## src/rtl/liushuideng_pkg.sv

```systemverilog
// Shared types and helpers for the running-light bus monitor.
package liushuideng_pkg;

  localparam int unsigned LED_WIDTH_DEF = 8;
  // Helpers work on a fixed wide vector; callers zero-extend their bus into it.
  localparam int unsigned MAX_W         = 64;

  typedef enum logic [1:0] {
    SEARCH = 2'd0,
    ACQ    = 2'd1,
    LOCK   = 2'd2
  } state_e;

  // Rotate the low w bits of v up by one; bit w-1 wraps to bit 0. Upper bits stay zero.
  function automatic logic [MAX_W-1:0] rotl1(input logic [MAX_W-1:0] v, input int unsigned w);
    logic [MAX_W-1:0] mask;
    logic [MAX_W-1:0] r;
    mask = (w >= MAX_W) ? {MAX_W{1'b1}} : ((MAX_W'(1) << w) - MAX_W'(1));
    r    = ((v << 1) | (v >> (w - 1))) & mask;
    return r;
  endfunction

  // True when exactly one bit of v is set.
  function automatic logic is_onehot(input logic [MAX_W-1:0] v);
    return (v != '0) && ((v & (v - MAX_W'(1))) == '0);
  endfunction

endpackage

```

## src/rtl/liushuideng_onehot_dec.sv

```systemverilog
// One-hot to index decoder; valid_o is low for zero or multi-hot inputs.
module liushuideng_onehot_dec
  import liushuideng_pkg::*;
#(
  parameter int unsigned WIDTH = LED_WIDTH_DEF
) (
  input  logic [WIDTH-1:0]         vec_i,
  output logic [$clog2(WIDTH)-1:0] idx_o,
  output logic                     valid_o
);

  localparam int unsigned IDX_W = $clog2(WIDTH);

  // OR together the indices of all set bits; exact when the input is one-hot.
  always_comb begin
    idx_o = '0;
    for (int i = 0; i < WIDTH; i++) begin
      if (vec_i[i]) idx_o = idx_o | IDX_W'(i);
    end
    valid_o = is_onehot(MAX_W'(vec_i));
  end

endmodule

```

## src/rtl/liushuideng_monitor.sv

```systemverilog
// Receive-side checker for the running-light LED bus: decodes the lit position,
// measures per-step dwell, locks onto a clean upward rotation and flags faults.
module liushuideng_monitor
  import liushuideng_pkg::*;
#(
  parameter int unsigned WIDTH      = LED_WIDTH_DEF,
  parameter int unsigned CNT_W      = 24,
  parameter int unsigned LOCK_STEPS = 4
) (
  input  logic                     clk,
  input  logic                     rst,
  input  logic [WIDTH-1:0]         led,
  input  logic                     err_clr,
  output logic [$clog2(WIDTH)-1:0] pos,
  output logic                     onehot,
  output logic                     step,
  output logic [CNT_W-1:0]         dwell,
  output logic                     locked,
  output logic                     err
);

  localparam int unsigned IDX_W  = $clog2(WIDTH);
  localparam int unsigned GOOD_W = $clog2(LOCK_STEPS + 1);

  logic [WIDTH-1:0]  led_q;
  logic [WIDTH-1:0]  led_p_q;
  logic [CNT_W-1:0]  cnt_q,      cnt_d;
  state_e            state_q,    state_d;
  logic [GOOD_W-1:0] good_q,     good_d;
  logic [CNT_W-1:0]  ref_q,      ref_d;
  logic              step_q;
  logic [CNT_W-1:0]  dwell_q,    dwell_d;
  logic              locked_q;
  logic              err_q,      err_d;
  logic [IDX_W-1:0]  pos_hold_q, pos_hold_d;

  logic [IDX_W-1:0]  dec_idx_c;
  logic              dec_valid_c;
  logic              change_c;
  logic              vstep_c;
  logic              bad_change_c;
  logic              cnt_sat_c;
  logic              dwell_ok_c;
  logic              fault_c;

  liushuideng_onehot_dec #(
    .WIDTH (WIDTH)
  ) u_dec (
    .vec_i   (led_q),
    .idx_o   (dec_idx_c),
    .valid_o (dec_valid_c)
  );

  // Step classification between the two most recent samples.
  always_comb begin
    change_c     = (led_q != led_p_q);
    vstep_c      = is_onehot(MAX_W'(led_p_q)) && dec_valid_c &&
                   (MAX_W'(led_q) == rotl1(MAX_W'(led_p_q), WIDTH));
    bad_change_c = change_c && !vstep_c;
    cnt_sat_c    = (cnt_q == {CNT_W{1'b1}});
    dwell_ok_c   = (cnt_q == ref_q);
  end

  // Dwell counter: restarts at 1 on any change, otherwise counts up and saturates.
  always_comb begin
    cnt_d = cnt_q;
    if (change_c) begin
      cnt_d = CNT_W'(1);
    end else if (!cnt_sat_c) begin
      cnt_d = cnt_q + CNT_W'(1);
    end
  end

  // Sequence tracker: SEARCH for a valid step, ACQ to confirm a stable dwell, LOCK to police it.
  always_comb begin
    state_d = state_q;
    good_d  = good_q;
    ref_d   = ref_q;
    fault_c = 1'b0;
    case (state_q)
      SEARCH: begin
        if (vstep_c) begin
          state_d = ACQ;
          good_d  = '0;
        end
      end
      ACQ: begin
        if (bad_change_c) begin
          state_d = SEARCH;
          good_d  = '0;
        end else if (vstep_c) begin
          if (good_q == '0) begin
            ref_d  = cnt_q;
            good_d = GOOD_W'(1);
          end else if (!dwell_ok_c) begin
            state_d = SEARCH;
            good_d  = '0;
          end else begin
            good_d = good_q + GOOD_W'(1);
          end
          if ((state_d == ACQ) && (good_d == GOOD_W'(LOCK_STEPS))) begin
            state_d = LOCK;
          end
        end
      end
      LOCK: begin
        if (bad_change_c || !dec_valid_c || (vstep_c && !dwell_ok_c) || cnt_sat_c) begin
          fault_c = 1'b1;
          state_d = SEARCH;
          good_d  = '0;
        end
      end
      default: begin
        state_d = SEARCH;
        good_d  = '0;
      end
    endcase
  end

  // Next values for the reported dwell, sticky error and held position.
  always_comb begin
    err_d = err_q;
    if (fault_c) begin
      err_d = 1'b1;
    end else if (err_clr) begin
      err_d = 1'b0;
    end
    dwell_d    = vstep_c ? cnt_q : dwell_q;
    pos_hold_d = dec_valid_c ? dec_idx_c : pos_hold_q;
  end

  // All state and output registers.
  always_ff @(posedge clk or posedge rst) begin
    if (rst) begin
      led_q      <= '0;
      led_p_q    <= '0;
      cnt_q      <= CNT_W'(1);
      state_q    <= SEARCH;
      good_q     <= '0;
      ref_q      <= '0;
      step_q     <= 1'b0;
      dwell_q    <= '0;
      locked_q   <= 1'b0;
      err_q      <= 1'b0;
      pos_hold_q <= '0;
    end else begin
      led_q      <= led;
      led_p_q    <= led_q;
      cnt_q      <= cnt_d;
      state_q    <= state_d;
      good_q     <= good_d;
      ref_q      <= ref_d;
      step_q     <= vstep_c;
      dwell_q    <= dwell_d;
      locked_q   <= (state_d == LOCK);
      err_q      <= err_d;
      pos_hold_q <= pos_hold_d;
    end
  end

  assign onehot = dec_valid_c;
  assign pos    = dec_valid_c ? dec_idx_c : pos_hold_q;
  assign step   = step_q;
  assign dwell  = dwell_q;
  assign locked = locked_q;
  assign err    = err_q;

endmodule

```

## config.mk

```make
export PLATFORM = sky130hd
export DESIGN_NAME = liushuideng_monitor
export DESIGN_NICKNAME = d
export VERILOG_FILES = /design/src/rtl/liushuideng_pkg.sv /design/src/rtl/liushuideng_onehot_dec.sv /design/src/rtl/liushuideng_monitor.sv
export SDC_FILE = /design/constraint.sdc
export NUM_CORES = 1
export LEC_CHECK = 0
export CORE_MARGIN = 5
export CORE_UTILIZATION = 64
export CTS_BUF_LIST = sky130_fd_sc_hd__clkbuf_4
export DETAILED_ROUTE_END_ITERATION = 8
export PLACE_DENSITY = 0.86
export SLEW_MARGIN = 20
export SYNTH_ARGS = -nofsm -noshare
export SYNTH_HDL_FRONTEND = slang
export SYNTH_HIERARCHICAL = 1
export SYNTH_SLANG_ARGS = --single-unit
```

## constraint.sdc

```tcl
create_clock -name clk -period 9 [get_ports clk]
set_input_delay 1.8 -clock clk [delete_from_list [all_inputs] [get_ports clk]]
set_output_delay 1.8 -clock clk [all_outputs]
set_load 0.02 [all_outputs]
```

==> results by group <==
Placed design
  – IO Port Bufs: 41
  – Dpl cell area: 5160 µm²
  – RePlAce Congestion: 0.829
  – HPWL Detailed: 6.41 mm

STA
  – Maximum achievable frequency: 0.198 GHz
  – Worst slew pin tran: 1020 ps
  – Crit path time final: 5050 ps
  – Max_slew headroom: 0.317
  – Final Hold Vio Count: 0
  – Crit share post-route: 0.561
  – Final Max Tran Viols: 0
  – RSZ-0062 raised after global routing: no
  – Skew final: 13.1 ps
  – Final setup viols: 0
  – Post-route setup TNS: 0 ps

Global route
  – First-pass GRT wire length: 16.0 mm
  – Total track usage: 0.227
  – Initial antenna violation count: 0
  – Largest net degree at the start of global routing: 58
  – Number of global-route vias before repair: 3349
  – GRT overflow: 0

Synthesis
  – Syn avg cell area: 10.5 µm²
  – Syn Nets: 464
  – Post-synthesis register bit count: 99
  – Yosys cell types: 51
  – Register area share after synthesis: 0.525
  – Mapped Area: 4720 µm²
  – Synth Instances: 450
  – Main flop type after synthesis: dfrtp_1
  – Ys async rst share: 1.00
  – Synth warn: 6
  – Post-synth EDFFs: 0

Critical path
  – CP cell instances: or3_4 -> nor4_4 -> nand3b_1 -> a31oi_1 -> mux2_2 -> clkdlybuf4s50_1
  – CP Class: register to output port
  – Arr. time, crit path: 3250 ps
  – Worst EP required: 7200 ps
  – Critical-path top delay cell: a31oi_1
  – Crit path buf inv count: 1
  – CP peak stage delay: 580 ps
  – Endpoint type of the worst setup path: output port
  – Crit path max fanout: 8
  – Crit path launch type: register
  – Family with the most delay on the worst path: simple AND/OR/NAND/NOR gates

Run status
  – Status: completed

Drt
  – DRC: 0
  – Per-cell routed wire length: 15.7 µm
  – ANT nets after route: 0
  – Number of vias per cell: 5.74
  – WL final: 9.18 mm
  – Via count: 3356
  – 1st-pass router iterations: 5
  – Number of DRC markers in iteration 0: 210

CTS
  – CTS Root Cell: clkbuf_4
  – Clock Latency Late Sink: 460 ps
  – Num CTS Buffers: 9
  – # Post-CTS Setup Buffers: 0
  – Reg clk slew, reported paths: 150 ps
  – CTS resizes: 0
  – CTS Hold Bufs: 0
  – CTS tree: yes
  – CTS sink cnt: 99
  – Clock Tree Buf Depth: 2
  – Htree depth: 3

Floorplan
  – Num ports: 42
  – Row count: 31
  – Starting Density: 0.654
  – Die Area: 9190 µm²
  – Die height: 95.9 µm
  – Die W: 95.9 µm
  – Core area: 7210 µm²

Cells and area
  – Antenna fix cells: 0
  – Final instance area: 5280 µm²
  – Commonest non-fill, non-tap cell in the layout: dfrtp_1
  – Finished Core Util: 0.732
  – Most frequent cells in the layout: dfrtp_1, nand2_1, clkdlybuf4s50_1, xnor2_1, nor2_1
  – Nets@finish: 495
  – Area grow syn2layout: 11.9%
  – Layout cells sized above 1: 0.113

Hold path
  – Hold Path Class: register to register

Power and ir drop
  – Power Total: 0.712 mW
  – Cell area power density: 135 nW/µm²
  – IR drop worst, VDD: 0.0972 mV
  – Lkg Pwr: 2.29 nW

Flow run
  – Max_cap viols: 0
==> cells by family (layout without fill, tap and decap cells) <==
group	after synthesis	after routing	synth area share
multiplexers	29	29	0.0814
AO/OA/AOI/OAI	44	44	0.0562
AND/OR/NAND/NOR	191	191	0.202
XOR/XNOR	51	51	0.0947
buffers and inverters	33	69	0.0318
adder cells (fa/ha/maj)	3	3	0.00796
flip-flops	99	99	0.525
==> power by group <==
part           leakage [nW]  total (mW)  switching (mW)  internal [mW]
registers              1.33       0.461         0.00863          0.452
logic                 0.891      0.0412          0.0219         0.0192
clock network        0.0647       0.210           0.151         0.0589
total                  2.29       0.712           0.181          0.530
==> flip-flops by register name, indices dropped and copies added (netlist names) <==
register	flops
led_q	8
pos_hold_q	3
cnt_q	24
dwell	24
state_q	2
led_p_q	8
step	1
err	1
ref_q	24
locked	1
good_q	3
==> cell usage after synthesis (all sizes together) (3+ instances only) <==
| cell type | count | area share |
|---|---|---|
| or4 | 7 | 0.012 |
| nor4 | 5 | 0.0098 |
| nand3 | 11 | 0.012 |
| buf | 4 | 0.0088 |
| xnor2 | 35 | 0.065 |
| or3 | 10 | 0.014 |
| clkbuf | 20 | 0.016 |
| o21ai | 15 | 0.016 |
| nor3 | 9 | 0.012 |
| nand4 | 16 | 0.021 |
| nand2 | 88 | 0.070 |
| a21oi | 17 | 0.018 |
| ha | 3 | 0.0080 |
| mux2 | 27 | 0.077 |
| and3 | 3 | 0.0040 |
| nand3b | 3 | 0.0048 |
| xor2 | 16 | 0.030 |
| dfrtp | 98 | 0.52 |
| nor2 | 28 | 0.022 |
| inv | 9 | 0.0072 |
==> layout make-up <==
| type | instances | area, µm² |
|---|---|---|
| fillers | 530 | 1940 |
| well taps | 99 | 124 |
| multi-input cells | 318 | 2090 |
| flip-flops and latches | 99 | 2480 |
| repair buffers | 44 | 433 |
| clock inverters | 7 | 51.3 |
| inverters | 9 | 36.3 |
| clock buffers | 9 | 67.6 |
==> metrics by stage <==
step / setup WS (ps) / hold WS (ps) / instances
after global placement: 4540 / 449 / 569
after detailed placement: 4470 / 454 / 569
after global routing: 3740 / 509 / 585
final: 3950 / 481 / 585
after floorplan: 4610 / 448 / 450
after CTS: 3920 / 487 / 585
==> layer usage <==
metal  track usage  share of wire
met4        0.0948          0.017
met1         0.290           0.43
met2         0.380           0.51
met3        0.0438          0.045
met5             0              0
==> worst reg2reg max path: cells and delay by family, from the launching register on <==
| family | cells | cell delay (ps) |
|---|---|---|
| muxes | 1 | 360 |
| and+or+nand+nor | 7 | 2680 |
| AOI/OAI and AO/OA | 1 | 580 |
| DFF | 1 | 490 |
| buffers and inverters | 1 | 270 |
==> worst paths after layout <==
| check | from | endpoint | slack, ps | depth (start not counted) |
|---|---|---|---|---|
| min reg2reg | dwell[1] | dwell[1] | 480 | 2 |
| min in group asynchronous | rst | dwell[20] | 1710 | 2 |
| max | led_q[2] | pos[0] | 3950 | 6 |
| min | dwell[1] | dwell[1] | 480 | 2 |
| max in group asynchronous | rst | ref_q[2] | 6210 | 3 |
| max reg2reg | led_q[2] | ref_q[13] | 4520 | 10 |
Power figures use the tool's default switching activity.
